===== src/rtl/conv_pkg.sv =====
`default_nettype none
// ============================================================================
// Module      : conv_pkg
// Description : Shared types and constants for the 3x3 convolution sequencer:
//               state encoding, default data width, tap count and helpers
//               for the window/weight bus width and output-position count.
// Revision    : 1.0  initial release
// ============================================================================
package conv_pkg;

    localparam int c_DW   = 8;   // default pixel / weight width
    localparam int c_TAPS = 9;   // taps in a 3x3 window

    typedef logic [1:0] state_t;
    localparam state_t c_ST_IDLE   = 2'd0;
    localparam state_t c_ST_LOAD_W = 2'd1;
    localparam state_t c_ST_STREAM = 2'd2;
    localparam state_t c_ST_DRAIN  = 2'd3;

    // Width of a packed 3x3 bus (window or weight file)
    function automatic int bus_w(input int dw);
        return c_TAPS * dw;
    endfunction

    // Number of valid output positions (no padding, stride 1)
    function automatic int calc_n(input int img_w, input int img_h);
        return (img_w - 2) * (img_h - 2);
    endfunction

endpackage
`default_nettype wire


===== src/rtl/line_buffer.sv =====
`default_nettype none
// ============================================================================
// Module      : line_buffer
// Description : Enable-gated shift register; dout is din delayed by exactly
//               DEPTH enabled cycles.
// Ports       : clk, rst (async, active high), en (shift enable),
//               din [DW-1:0], dout [DW-1:0]
// Revision    : 1.0  initial release
// ============================================================================
module line_buffer #(
    parameter int DEPTH = 8,
    parameter int DW    = 8
) (
    input  logic          clk,
    input  logic          rst,
    input  logic          en,
    input  logic [DW-1:0] din,
    output logic [DW-1:0] dout
);

    // Newest entry in the low slice, oldest in the high slice
    logic [DEPTH*DW-1:0] r_sr;

    always_ff @(posedge clk or posedge rst) begin
        if (rst) begin
            r_sr <= '0;
        end else if (en) begin
            r_sr <= {r_sr[(DEPTH-1)*DW-1:0], din};
        end
    end

    assign dout = r_sr[DEPTH*DW-1 -: DW];

endmodule
`default_nettype wire


===== src/rtl/conv3x3_ctrl.sv =====
`default_nettype none
// ============================================================================
// Module      : conv3x3_ctrl
// Description : Sequencer for the 3x3 convolution engine. Loads nine weights,
//               accepts one raster frame, builds 3x3 windows from two line
//               buffers and three column registers, and counts engine
//               results to signal end of frame.
// Ports       : clk, rst (async, active high)
//               start, reload_w           - frame launch control
//               w_valid/w_data/w_ready    - weight load handshake
//               pix_valid/pix_data/pix_ready - pixel stream handshake
//               win_valid/win_data        - window to engine
//               weights                   - held weight file
//               eng_valid                 - engine result strobe
//               busy, done                - status
// Revision    : 1.0  initial release
// ============================================================================
module conv3x3_ctrl
    import conv_pkg::*;
#(
    parameter int IMG_W = 8,
    parameter int IMG_H = 8,
    parameter int DW    = c_DW
) (
    input  logic                   clk,
    input  logic                   rst,
    input  logic                   start,
    input  logic                   reload_w,
    input  logic                   w_valid,
    input  logic [DW-1:0]          w_data,
    output logic                   w_ready,
    input  logic                   pix_valid,
    input  logic [DW-1:0]          pix_data,
    output logic                   pix_ready,
    output logic                   win_valid,
    output logic [bus_w(DW)-1:0]   win_data,
    output logic [bus_w(DW)-1:0]   weights,
    input  logic                   eng_valid,
    output logic                   busy,
    output logic                   done
);

    localparam int c_CW = $clog2(IMG_W);
    localparam int c_RW = $clog2(IMG_H);
    localparam int c_N  = calc_n(IMG_W, IMG_H);
    localparam int c_NW = $clog2(c_N + 1);

    localparam logic [c_CW-1:0] c_COL_LAST = c_CW'(IMG_W - 1);
    localparam logic [c_RW-1:0] c_ROW_LAST = c_RW'(IMG_H - 1);
    localparam logic [c_CW-1:0] c_COL_TWO  = c_CW'(2);
    localparam logic [c_RW-1:0] c_ROW_TWO  = c_RW'(2);
    localparam logic [c_NW-1:0] c_N_CNT    = c_NW'(c_N);

    state_t              r_state;
    logic [3:0]          r_w_idx;
    logic [c_CW-1:0]     r_col;
    logic [c_RW-1:0]     r_row;
    logic [c_NW-1:0]     r_res_cnt;
    logic [3*DW-1:0]     r_top;   // slice 0 = oldest column
    logic [3*DW-1:0]     r_mid;
    logic [3*DW-1:0]     r_bot;

    logic                w_w_acc;
    logic                w_pix_acc;
    logic                w_res_inc;
    logic [c_NW-1:0]     w_res_next;
    logic [DW-1:0]       w_lb1_out;
    logic [DW-1:0]       w_lb2_out;

    assign w_w_acc    = w_valid & w_ready;
    assign w_pix_acc  = pix_valid & pix_ready;
    // Results only count while a frame is in flight, and saturate at N
    assign w_res_inc  = eng_valid
                      & ((r_state == c_ST_STREAM) | (r_state == c_ST_DRAIN))
                      & (r_res_cnt != c_N_CNT);
    assign w_res_next = r_res_cnt + c_NW'(w_res_inc);

    // Chained so the second buffer delivers the pixel two rows above
    line_buffer #(.DEPTH(IMG_W), .DW(DW)) u_lb1 (
        .clk  (clk),
        .rst  (rst),
        .en   (w_pix_acc),
        .din  (pix_data),
        .dout (w_lb1_out)
    );

    line_buffer #(.DEPTH(IMG_W), .DW(DW)) u_lb2 (
        .clk  (clk),
        .rst  (rst),
        .en   (w_pix_acc),
        .din  (w_lb1_out),
        .dout (w_lb2_out)
    );

    // Control FSM, counters and weight file
    always_ff @(posedge clk or posedge rst) begin
        if (rst) begin
            r_state   <= c_ST_IDLE;
            r_w_idx   <= '0;
            r_col     <= '0;
            r_row     <= '0;
            r_res_cnt <= '0;
            w_ready   <= 1'b0;
            pix_ready <= 1'b0;
            busy      <= 1'b0;
            done      <= 1'b0;
            weights   <= '0;
        end else begin
            done <= 1'b0;
            if (w_res_inc) begin
                r_res_cnt <= w_res_next;
            end
            case (r_state)
                c_ST_IDLE: begin
                    if (start) begin
                        busy      <= 1'b1;
                        r_res_cnt <= '0;
                        r_col     <= '0;
                        r_row     <= '0;
                        r_w_idx   <= '0;
                        if (reload_w) begin
                            r_state <= c_ST_LOAD_W;
                            w_ready <= 1'b1;
                        end else begin
                            r_state   <= c_ST_STREAM;
                            pix_ready <= 1'b1;
                        end
                    end
                end
                c_ST_LOAD_W: begin
                    if (w_w_acc) begin
                        weights[r_w_idx*DW +: DW] <= w_data;
                        if (r_w_idx == 4'd8) begin
                            r_w_idx   <= '0;
                            r_state   <= c_ST_STREAM;
                            w_ready   <= 1'b0;
                            pix_ready <= 1'b1;
                        end else begin
                            r_w_idx <= r_w_idx + 4'd1;
                        end
                    end
                end
                c_ST_STREAM: begin
                    if (w_pix_acc) begin
                        if (r_col == c_COL_LAST) begin
                            r_col <= '0;
                            if (r_row == c_ROW_LAST) begin
                                r_row     <= '0;
                                r_state   <= c_ST_DRAIN;
                                pix_ready <= 1'b0;
                            end else begin
                                r_row <= r_row + c_RW'(1);
                            end
                        end else begin
                            r_col <= r_col + c_CW'(1);
                        end
                    end
                end
                c_ST_DRAIN: begin
                    if (w_res_next == c_N_CNT) begin
                        r_state <= c_ST_IDLE;
                        busy    <= 1'b0;
                        done    <= 1'b1;
                    end
                end
                default: r_state <= c_ST_IDLE;
            endcase
        end
    end

    // Window column registers; after an accept they hold the 3x3 window
    // ending at the accepted pixel
    always_ff @(posedge clk or posedge rst) begin
        if (rst) begin
            win_valid <= 1'b0;
            r_top     <= '0;
            r_mid     <= '0;
            r_bot     <= '0;
        end else begin
            // Column >= 2 keeps windows from straddling a row boundary
            win_valid <= w_pix_acc & (r_row >= c_ROW_TWO) & (r_col >= c_COL_TWO);
            if (w_pix_acc) begin
                r_top <= {w_lb2_out, r_top[3*DW-1:DW]};
                r_mid <= {w_lb1_out, r_mid[3*DW-1:DW]};
                r_bot <= {pix_data,  r_bot[3*DW-1:DW]};
            end
        end
    end

    assign win_data = {r_bot, r_mid, r_top};

endmodule
`default_nettype wire


===== config.mk =====
export PLATFORM = sky130hd
export DESIGN_NAME = conv3x3_ctrl
export DESIGN_NICKNAME = d
export VERILOG_FILES = /design/src/rtl/conv_pkg.sv /design/src/rtl/line_buffer.sv /design/src/rtl/conv3x3_ctrl.sv
export SDC_FILE = /design/constraint.sdc
export NUM_CORES = 1
export LEC_CHECK = 0
export BUFFER_PORTS_ARGS = -buffer_cell sky130_fd_sc_hd__buf_4
export CAP_MARGIN = 20
export CELL_PAD_IN_SITES_DETAIL_PLACEMENT = 0
export CELL_PAD_IN_SITES_GLOBAL_PLACEMENT = 2
export CORE_AREA = 2 2 171 173
export CTS_CLUSTER_DIAMETER = 60
export DETAILED_ROUTE_END_ITERATION = 7
export DIE_AREA = 0 0 173 175
export PLACE_DENSITY_LB_ADDON = 0.1
export SLEW_MARGIN = 15
export SYNTH_ARGS = -nofsm -noshare
export SYNTH_HDL_FRONTEND = slang
export SYNTH_HIERARCHICAL = 1
export SYNTH_SLANG_ARGS = --single-unit

===== constraint.sdc =====
create_clock -name clk -period 9.4 [get_ports clk]
set_clock_uncertainty 0.2 [all_clocks]
set_input_delay 1.88 -clock clk [delete_from_list [all_inputs] [get_ports clk]]
set_output_delay 1.88 -clock clk [all_outputs]
set_load 0.03 [all_outputs]

======== Word-level counts from Yosys, hierarchy flattened ========
Index checks and enable logic that the tools add are counted.
storage, ports and cells
  bits in registers ....................... 295
  input port bits ......................... 23
  output and inout bits ................... 149
  word-level logic and storage cells ...... 105
operators by class
  add/subtract/negate cells ............... 5
  $lt $le $gt $ge ......................... 2
  equality and inequality tests ........... 17
  shift operators ......................... 2
  multiplexer cells ....................... 43
  bitwise gates (word level) .............. 7
  reduce and logical (&&, ||, !) cells .... 13
operator list
  operator                                                                 number
  72-bit bitwise mux                                                       1
  8-bit by 34-bit variable shift with 72-bit output, first input constant  1
  8-bit by 34-bit variable part select with 72-bit output                  1
  7-bit negation with 34-bit output                                        1
  3-bit 2-to-1 mux                                                         6
  6-bit 2-to-1 mux                                                         3
  2-bit 2-to-1 mux                                                         8
  1-bit 2-to-1 mux                                                         15
  4-bit 2-to-1 mux                                                         3
  2-bit inequality test, second input constant                             6
  3-bit case mux with 2 select lines                                       2
  3-bit AND reduction                                                      3
  2-bit case mux with 4 select lines                                       1
  4-bit case mux with 2 select lines                                       1
  8-bit AND reduction                                                      1
  7-bit AND reduction                                                      1
  3-bit by 1-bit adder with 3-bit output, second input constant            2
  6-bit by 1-bit adder with 6-bit output                                   1
  1-bit AND                                                                6
  3-bit == test, second input constant                                     2
  6-bit == test, second input constant                                     1
  3-bit by 2-bit >= comparator with 1-bit output, second input constant    2
  2-bit by 1-bit inequality test with 1-bit output, second input constant  3
  6-bit inequality test, second input constant                             1
  13 further kinds                                                         17

======== Logic depth before layout (Yosys ltp) ========
Gate-level depths: netlist (run 1).
  depth in word-level cells ............... 8
  depth in mapped cells ................... 11
  depth with buffers taken out ............ 11

======== Modules after synthesis ========
The synthesis (run 1) kept the hierarchy.
modules (own cells, without submodules)
  module        instances  cells an instance  area each (sq um)  sequential area each (sq um)
  conv3x3_ctrl  1          553                6910.4             4179.0
  line_buffer   2          144                2742.6             1601.5

======== Worst setup path after synthesis (run 1) ========
No wires, ideal clock.
  path type ............................... input to register
  from .................................... in eng_valid
  to ...................................... reg r_state[1]
  setup time .............................. 125 ps
  arrival ................................. 3429 ps
  data required time ...................... 9075 ps
  path slack .............................. 5646 ps
  stages on the path ...................... 9
  path buffers ............................ 0
  path through ............................ o21ai_0 > a21oi_1 > ha_1 > ha_1 > nor3_1 > o211ai_1 > a21oi_1 > o2111ai_1 > mux2_2
between the ends
  cells in the longest elaborated chain, start to end .. 6
RTL lines
  what                                                        RTL line             text
  start, declared                                             conv3x3_ctrl.sv:38   input logic eng_valid,
  1-bit AND                                                   conv3x3_ctrl.sv:74   & ((r_state == c_ST_STREAM) | (r_state == c_ST_DRAIN))
  1-bit AND                                                   conv3x3_ctrl.sv:75   & (r_res_cnt != c_N_CNT);
  6-bit by 1-bit adder with 6-bit output                      conv3x3_ctrl.sv:76   assign w_res_next = r_res_cnt + c_NW'(w_res_inc);
  6-bit == test                                               conv3x3_ctrl.sv:160  if (w_res_next == c_N_CNT) begin
  2-bit by 1-bit inequality test with 1-bit output (no line)  -
  7-bit AND reduction (no line)                               -
  end signal, assigned                                        conv3x3_ctrl.sv:98   r_state <= c_ST_IDLE;
  end signal, assigned                                        conv3x3_ctrl.sv:161  r_state <= c_ST_IDLE;
  end signal, assigned                                        conv3x3_ctrl.sv:166  default: r_state <= c_ST_IDLE;
  end, declared                                               conv3x3_ctrl.sv:54   state_t r_state;
Every way passes these cells.
A chain may end at the register's enable or synchronous reset.

======== Worst setup path in the final report (run 1) ========
  from .................................... in pix_valid
  to ...................................... reg r_top[15]
between the ends
  cells in the longest elaborated chain, start to end .. 1
RTL lines
  what                  RTL line             text
  start, declared       conv3x3_ctrl.sv:32   input logic pix_valid,
  1-bit AND             conv3x3_ctrl.sv:71   assign w_pix_acc = pix_valid & pix_ready;
  end signal, assigned  conv3x3_ctrl.sv:183  r_top <= {w_lb2_out, r_top[3*DW-1:DW]};
  end, declared         conv3x3_ctrl.sv:59   logic [3*DW-1:0] r_top;
Every way passes these cells.

==> run_results.csv, run 1 <==
group,metric,value,unit
outcome,status,"completed",
critical_path,cp_cell_sequence,"buf_4 > nand2_1 > inv_8 > buf_12 > mux2_2",
critical_path,slowest_delay,0.69,ns
synthesis,syn_avg_cell_area,14.7,µm²
critical_path,timing.rr.start,"r_state[0]",
global_route,grt_use_total,15.9,%
layout,final_cells,1403,
placed_design,dpl.hpwl,15.7,mm
synthesis,yosysWarnings,6,
layout,multi_input_area,0.00445,mm²
floorplan,io_pins,172,
flow_run,drv_cap,0,
detailed_routing,avgRoutedWirePerCell,17.2,µm
pwr,peakVddDrop,0.000123,V
synthesis,ys_seq_area_share,59.6,%
hold_path,hold_path_class,"reg -> reg",
floorplan,coreArea,0.0284,mm²
placed_design,placed_cells,1349,
synthesis,ys.flop_type,"dfrtp_1",
global_route,grt_pass1_vias,6927,
placed_design,portBuffers,171,
timing,fmaxAchievable,270,MHz
placed_design,gp_congestion,0.738,
timing,worst_pin_slew,0.916,ns
timing,slew-limit-headroom,38.9,%
timing,finalSetupViolations,0,
floorplan,die_area,0.0303,mm²
detailed_routing,wl,24.1,mm
clocking,cts-buffers-inserted,34,
floorplan,die_width,173,µm
layout,drive_gt1_share,45.2,%
critical_path,worstSetupPathType,"in -> reg",
critical_path,endpoint_kind,"flip-flop",
layout,num-fill-cells,2480,
global_route,grt_max_degree,132,
clocking,clockBufferDepth,3,
floorplan,die_y,175,µm
timing,finalCritPeriodShare,39.3,%
detailed_routing,dr.pass1.iters,4,
detailed_routing,num_vias,6830,
synthesis,synth_edf_count,0,
synthesis,synthArstFlopShare,100,%
critical_path,arrival,3.88,ns
synthesis,ys_types,47,
critical_path,cp_num_buf_inv,3,
clocking,cts.repair.resized,0,
global_route,grt_pass1_wl,39.1,mm
global_route,antenna_found_initial,0,
timing,fin_setup_tns,0,ns
floorplan,start_util,43.7,%
clocking,cts_tree,"built",
layout,fin_nets,1039,
synthesis,synth.area.top_cells,"dfrtp_1 60%, mux2_4 15%, mux2_2 9.7%, nand2_1 2.4%, buf_12 1.9%",
synthesis,synthCells,841,
clocking,clkSinkCount,295,
critical_path,required,9.58,ns
timing,period_needed,3.70,ns
timing,hold_viol_final,0,
synthesis,synth.top_cell.area_share,59.6,%
critical_path,crit_family,"buffers and inverters",
layout,regArea,0.00738,mm²
layout,syn_to_final_growth,19.1,%
clocking,root_buffer,"clkbuf_16",
synthesis,syn_area,0.0124,mm²
timing,rsz0062_at_grt,"false",
detailed_routing,drc,0,
pwr,power_density,171,mW/mm²
layout,antenna_cells,0,
critical_path,startpoint,"pix_valid",
synthesis,synth-seq-cells,295,
clocking,clock_latency,0.50,ns
detailed_routing,drtAntennaViolNets,0,
critical_path,critical-path-slowest-cell,"buf_12",
clocking,cts_hold_buf,0,
floorplan,rows,62,
global_route,grt.overflow.total,0,
critical_path,critPathMaxFanout,131,
detailed_routing,drtIter0Drc,353,
detailed_routing,avgViaCountPerCell,4.87,
clocking,path_clk_slew,0.06,ns
clocking,post-cts-setup-buffers,0,
clocking,htree_levels,2,
critical_path,crit_path_start_kind,"input port",
synthesis,synth_top_area_cell,"dfrtp_1",
hold_path,hp-start,"weights[67]",
synthesis,synth_nets,879,
pwr,p_leak,7.45,nW
timing,final_max_slew_viol_count,0,
-- state kept, by name, summed over array words and instances, names as in the netlist --
name and cells:
weights 72, u_lb1/r_sr 64, u_lb2/r_sr 64, r_bot 24, r_mid 24, r_top 24
r_res_cnt 6, r_w_idx 4, r_col 3, r_row 3, r_state 2, busy 1
done 1, pix_ready 1, w_ready 1, win_valid 1
-- cells in the final DEF, fill, tap and decap left out, drive strengths merged --
| master | count |
|---|---|
| a22oi | 1 |
| bufinv | 1 |
| mux2i | 3 |
| inv | 24 |
| o31ai | 16 |
| nor3b | 2 |
| and2 | 2 |
| nor3 | 11 |
| nor4b | 2 |
| nand4 | 7 |
| o2111ai | 1 |
| mux2 | 227 |
| o21a | 1 |
| clkinv | 9 |
| a21o | 2 |
| nand2 | 80 |
| xnor2 | 1 |
| clkbuf | 44 |
| xor2 | 6 |
| o22ai | 2 |
| and3 | 3 |
| and3b | 1 |
| buf | 175 |
| a22o | 2 |
| dfrtp | 295 |
| nor2b | 4 |
| a211o | 1 |
| a21oi | 6 |
| nand2b | 2 |
| nand4b | 1 |
| o21ai | 46 |
| nand3b | 2 |
| o211ai | 1 |
| nand3 | 12 |
| ha | 15 |
| nor2 | 10 |
| and4 | 1 |
-- synth_stat cells, types with 3 or more instances --
cell type,number
o21ai_1,15
nor2_1,9
mux2_4,120
clkbuf_1,3
xor2_1,6
buf_2,9
o21ai_0,31
mux2_2,107
nand4_2,3
dfrtp_1,295
ha_1,15
nand4_1,4
mux2i_1,3
nor2b_1,4
buf_1,8
buf_12,12
nand2_1,79
nand3_1,12
and3_1,3
a21oi_1,6
inv_1,23
nor3_1,7
buf_4,17
o31ai_1,16
-- routing by layer --
layer	GRT usage, %	routed length [µm]	up-vias
met2	24.2	10800	152
li1	-	-	3241
met4	4.13	419	0
met5	0	0	-
met1	22.5	11400	3402
met3	4.40	1440	35
-- cell type report --
cell class / instances / area share [%]
clock buffer: 44 / 6.23
clock inverter: 10 / 0.687
inverter: 24 / 0.695
multi-input combinational: 471 / 30.1
sequential: 295 / 50.0
tap: 384 / 3.26
timing repair buffer: 175 / 8.99
-- worst paths after layout --
| check | depth (start not counted) | endpoint | slack [ns] |
|---|---|---|---|
| worst max-delay path | 5 | r_top[15] | 5.70 |
| worst max register to register | 11 | r_state[1] | 6.13 |
| min in group asynchronous | 2 | r_mid[4] | 1.37 |
| max in group asynchronous | 3 | weights[57] | 6.10 |
| worst min-delay path | 2 | weights[67] | 0.27 |
| worst min register to register | 2 | weights[67] | 0.27 |
-- where the power goes --
group          total [mW]  switching, mW  internal [mW]
registers            1.27              0           1.27
clock network        1.22          0.499          0.717
logic              0.0394         0.0320        0.00740
-- kinds of logic after synthesis --
kind of cell,share of synthesized area (%)
adder cells (fa/ha/maj),1.51
buffers and inverters,4.57
XOR/XNOR,0.495
AO/OA/AOI/OAI,3.76
AND/OR/NAND/NOR,5.61
multiplexers,24.5
flip-flops,59.6
-- stage by stage --
stage          power [mW]  util (%)  hold slack [ns]  instance area [µm²]  setup slack, ns
6_report             2.53      52.0            0.273                14800             5.70
5_1_grt              2.63      52.0            0.299                14800             5.47
4_1_cts              2.57      52.0            0.279                14800             5.71
3_5_place_dp         1.34      48.4            0.267                13700             5.18
3_3_place_gp         1.34      48.4            0.266                13700             5.18
2_1_floorplan        1.31         -            0.276                12400             2.80
-- worst register-to-register path, cell delays in order (launching register included) --
cell and delay, ns:
dfrtp_1 0.40, inv_1 0.11, ha_1 0.47, o21ai_0 0.21
a21oi_1 0.31, ha_1 0.23, ha_1 0.24, nor3_1 0.17
o211ai_1 0.11, a21oi_1 0.20, o2111ai_1 0.19, mux2_2 0.32
Power figures use the tool's default switching activity.
==> run 2, diff against run 1 <==
- CORE_AREA: 2 2 171 173 -> 2 2 177 179
- DIE_AREA: 0 0 173 175 -> 0 0 179 181
- clock period: 9.4 -> 3.7 ns (I/O delays scaled with it)
==> run 2 against run 1 <==
Setup slack lost 5.2 ns. Cell count grew 2.0%. Global-route usage grew 0.15 points. Sequential power grew to 2.5 times the previous value. Via count grew 1.5%. Clock-buffer cell count grew 9. Largest power group is now clock.
==> run_results.csv, run 2 (synthesized netlist as in run 1, its figures left out) <==
group,metric,value,unit
outcome,status,"completed",
global_route,grt.overflow.total,0,
floorplan,die_width,179,µm
placed_design,dpl.hpwl,17.0,mm
layout,layout_commonest_cell,"dfrtp_1",
detailed_routing,drc,0,
critical_path,slowest_delay,0.44,ns
timing,hold_viol_final,0,
pwr,power_density,445,mW/mm²
flow_run,drv_cap,0,
critical_path,critical-path-slowest-cell,"ha_1",
clocking,path_clk_slew,0.06,ns
timing,worst_pin_slew,0.914,ns
placed_design,gp_congestion,0.728,
critical_path,path_common_cell,"ha_1",
layout,fin_nets,1050,
critical_path,timing.rr.start,"r_state[0]",
layout,multi_input_area,0.00445,mm²
critical_path,required,3.89,ns
detailed_routing,dr.pass1.iters,4,
detailed_routing,wl,25.3,mm
timing,finalCritPeriodShare,85.7,%
clocking,htree_levels,2,
pwr,peakVddDrop,0.000303,V
critical_path,cp_cell_sequence,"inv_1 > ha_1 > o21ai_0 > a21oi_1 > ha_1 > ha_1 > nor3_1 > o211ai_1 > a21oi_1 > o2111ai_1 > mux2_2",
critical_path,crit_family,"compound AO/OA/AOI/OAI gates",
detailed_routing,drtAntennaViolNets,0,
critical_path,crit_path_start_kind,"flip-flop",
critical_path,worst-path-stages,11,
timing,fin_setup_tns,0,ns
hold_path,hold_path_class,"in -> async",
clocking,root_buffer,"clkbuf_16",
critical_path,rr_worst_depth,11,
floorplan,start_util,40.8,%
global_route,antenna_found_initial,0,
floorplan,die_y,181,µm
pwr,p_total,6.68,mW
timing,fmaxAchievable,315,MHz
placed_design,portBuffers,171,
placed_design,place_area,0.0139,mm²
detailed_routing,avgRoutedWirePerCell,17.7,µm
layout,largest_reg_flops,72,
global_route,grt_use_total,16.0,%
clocking,cts_tree,"built",
pwr,p_leak,7.57,nW
clocking,cts_hold_buf,0,
critical_path,critPathMaxFanout,13,
critical_path,endpoint_kind,"flip-flop",
detailed_routing,num_vias,6932,
timing,final_max_slew_viol_count,0,
timing,slew-limit-headroom,38.9,%
critical_path,cp_num_buf_inv,1,
timing,whs,0.0705,ns
floorplan,die_area,0.0324,mm²
clocking,cts.repair.resized,0,
clocking,clkSinkCount,295,
layout,drive_gt1_share,46.3,%
layout,antenna_cells,0,
layout,regArea,0.00738,mm²
layout,num-fill-cells,2717,
layout,largestRegisters,"weights: 72 flops, u_lb1/r_sr: 64 flops, u_lb2/r_sr: 64 flops",
floorplan,rows,64,
clocking,clock_latency,0.51,ns
detailed_routing,avgViaCountPerCell,4.84,
layout,finalInstanceArea,0.0150,mm²
detailed_routing,drtIter0Drc,281,
critical_path,arrival,3.36,ns
timing,finalSetupViolations,0,
clocking,post-cts-setup-buffers,0,
critical_path,worstSetupPathType,"reg -> reg",
clocking,clockBufferDepth,3,
floorplan,io_pins,172,
layout,largest-register,"weights",
layout,syn_to_final_growth,21.1,%
timing,period_needed,3.17,ns
critical_path,startpoint,"r_state[0]",
critical_path,regToRegSetupSlack,0.53,ns
timing,rsz0062_at_grt,"false",
global_route,grt_max_degree,60,
clocking,cts-buffers-inserted,36,
critical_path,r2r_end,"r_state[1]",
floorplan,coreArea,0.0303,mm²
global_route,grt_pass1_vias,7298,
global_route,grt_pass1_wl,41.4,mm
layout,final_cell_mix,"295 x dfrtp_1, 179 x buf_4, 120 x mux2_4",
==> run 2: power by group <==
part | total, mW | leakage, nW | internal (mW) | switching (mW)
logic | 0.111 | 2.96 | 0.0254 | 0.0855
registers | 3.23 | 4.04 | 3.23 | 0
clock network | 3.35 | 0.568 | 2.03 | 1.32
==> run 2: metal layers <==
metal | wire length [µm] | up-vias | part of all wire (%) | track usage, %
met1 | 12000 | 3450 | 47 | 22.9
met5 | 0 | - | 0 | 0
li1 | - | 3276 | - | -
met3 | 1510 | 43 | 6.0 | 4.04
met4 | 629 | 0 | 2.5 | 4.88
met2 | 11200 | 163 | 44 | 24.0
==> run 2: per-stage QoR <==
step / std cells / utilization, % / setup slack, ns
6_report: 1431 / 49.4 / 0.527
5_1_grt: 1431 / 49.4 / 0.288
4_1_cts: 1431 / 49.4 / 0.506
3_5_place_dp: 1370 / 45.7 / 0.510
3_3_place_gp: 1370 / 45.7 / 0.627
2_1_floorplan: 841 / - / 0.633
==> run 2: worst max path at each step <==
stage            endpoint  slack (ns)
6_report       r_state[1]        0.53
4_1_cts        r_state[1]        0.51
3_3_place_gp   r_state[1]        0.63
2_1_floorplan        busy        0.63
3_5_place_dp   r_state[1]        0.51
5_1_grt        r_state[1]        0.29
==> run 2: layout make-up <==
| class | count | share of cell area (%) |
|---|---|---|
| timing repair buffer | 184 | 9.62 |
| tap | 396 | 3.30 |
| clock buffer | 53 | 7.24 |
| sequential | 295 | 49.2 |
| inverter | 24 | 0.675 |
| multi-input combinational | 471 | 29.6 |
| clock inverter | 8 | 0.342 |
==> run 3, diff against run 2 <==
- PLACE_DENSITY: unset -> 0.85
- PLACE_DENSITY_LB_ADDON: 0.1 -> unset
- clock period: 3.7 -> 3.5 ns (I/O delays scaled with it)
==> run 3 against run 2 <==
Largest cell class unchanged. Power grew 4.6%. Maximum frequency grew 0.77%. Non-clock buffer count shrank 2. Clock power grew 4%. Global-route usage shrank 0.98 points. Hold slack lost 0.045 ns. Highest routed layer unchanged.
==> run_results.csv, run 3 (synthesized netlist as in run 1, its figures left out) <==
group,metric,value,unit
outcome,status,"completed",
detailed_routing,avgRoutedWirePerCell,16.6,µm
layout,fin_nets,1046,
detailed_routing,drtAntennaViolNets,0,
layout,largest-register,"weights",
clocking,cts.repair.resized,0,
layout,layout_commonest_cell,"dfrtp_1",
floorplan,die_width,179,µm
floorplan,die_area,0.0324,mm²
critical_path,critPathMaxFanout,13,
layout,largest_reg_flops,72,
detailed_routing,drc,0,
detailed_routing,drtIter0Drc,380,
global_route,grt_max_degree,97,
global_route,grt.overflow.total,0,
floorplan,start_util,40.8,%
timing,rsz0062_at_grt,"false",
layout,finalInstanceArea,0.0150,mm²
timing,worst_pin_slew,0.655,ns
global_route,grt_pass1_vias,7190,
pwr,p_int,5.60,mW
timing,finalSetupViolations,0,
layout,final_cells,1424,
global_route,antenna_found_initial,0,
clocking,root_buffer,"clkbuf_16",
floorplan,io_pins,172,
clocking,path_clk_slew,0.05,ns
layout,postLayoutCoreUtil,49.3,%
layout,num-fill-cells,2607,
layout,antenna_cells,0,
critical_path,required,3.67,ns
timing,whs,0.0251,ns
clocking,cts_tree,"built",
flow_run,drv_cap,0,
placed_design,place_area,0.0139,mm²
timing,finalCritPeriodShare,90.0,%
pwr,comb_power_share,1.6,%
placed_design,post-place-ws,0.340,ns
floorplan,coreArea,0.0303,mm²
hold_path,hold_path_class,"in -> async",
critical_path,crit_path_start_kind,"flip-flop",
pwr,p_total,6.99,mW
detailed_routing,wl,23.7,mm
floorplan,rows,64,
clocking,post-cts-setup-buffers,0,
critical_path,worstSetupPathType,"reg -> reg",
global_route,grt_pass1_wl,39.5,mm
detailed_routing,dr.pass1.iters,4,
pwr,power_density,467,mW/mm²
detailed_routing,num_vias,6978,
pwr,p_leak,7.53,nW
placed_design,placed_cells,1368,
pwr,peakVddDrop,0.000292,V
clocking,htree_levels,2,
layout,largestRegisters,"weights: 72 flops, u_lb1/r_sr: 64 flops, u_lb2/r_sr: 64 flops",
clocking,clock_latency,0.50,ns
timing,fin_setup_tns,0,ns
global_route,grt_use_total,15.0,%
floorplan,die_y,181,µm
pwr,clkPwrFrac,49.6,%
timing,final_max_slew_viol_count,0,
timing,period_needed,3.15,ns
pwr,p_sw,1.40,mW
pwr,p_seq_share,48.8,%
detailed_routing,avgViaCountPerCell,4.90,
layout,drive_gt1_share,45.8,%
pwr,swShare,20.0,%
clocking,cts_hold_buf,0,
placed_design,portBuffers,171,
timing,fin_ws,0.352,ns
timing,fmaxAchievable,318,MHz
critical_path,endpoint_kind,"flip-flop",
clocking,clockBufferDepth,3,
placed_design,gp_congestion,0.745,
timing,slew-limit-headroom,56.0,%
timing,hold_viol_final,0,
layout,final_cell_mix,"295 x dfrtp_1, 176 x buf_4, 120 x mux2_4",
placed_design,dpl.hpwl,16.1,mm
clocking,cts-buffers-inserted,34,
clocking,clkSinkCount,295,
layout,syn_to_final_growth,20.8,%
critical_path,arrival,3.32,ns
-- run 3: layer usage --
metal / share of wire [%] / vias to the layer above / global-route usage [%]
met5: 0 / - / 0
met4: 2.1 / 0 / 4.55
met3: 6.6 / 43 / 3.83
met2: 44 / 168 / 22.3
met1: 47 / 3504 / 21.7
li1: - / 3263 / -
-- run 3: critical path, stage by stage (launching register included) --
cell and delay (ns):
dfrtp_1 0.40, inv_1 0.11, ha_1 0.43, o21ai_0 0.21, a21oi_1 0.28, ha_1 0.23, ha_1 0.24, nor3_1 0.14
o211ai_1 0.11, a21oi_1 0.18, o2111ai_1 0.18, mux2_2 0.32
-- run 3: path summary, 6_finish.rpt --
kind,depth (start not counted),startpoint,endpoint,slack (ns)
max in group asynchronous,3,rst,u_lb1/r_sr[3],2.37
worst min-delay path,2,rst,u_lb2/r_sr[8],0.03
worst max-delay path,11,r_state[0],r_state[1],0.35
worst min register to register,2,weights[64],weights[64],0.27
worst max register to register,11,r_state[0],r_state[1],0.35
min in group clk,2,pix_data[1],u_lb1/r_sr[1],0.25
-- run 3: final cells by class --
type / instances / area, µm² / share of cell area, %
flip-flops and latches: 295 / 7380 / 49.3
multi-input cells: 471 / 4450 / 29.7
repair buffers: 182 / 1440 / 9.63
clock buffers: 51 / 1030 / 6.85
well taps: 396 / 495 / 3.31
inverters: 24 / 101 / 0.677
clock inverters: 5 / 81.3 / 0.543
-- run 3: power by group through the flow --
| stage | Clock (mW) | Combinational (mW) | Sequential, mW |
|---|---|---|---|
| after floorplan | 0 | 0.0511 | 3.47 |
| after global placement | 0 | 0.117 | 3.47 |
| after detailed placement | 0 | 0.119 | 3.47 |
| after CTS | 3.58 | 0.120 | 3.41 |
| after global routing | 3.73 | 0.130 | 3.41 |
| final | 3.47 | 0.112 | 3.41 |
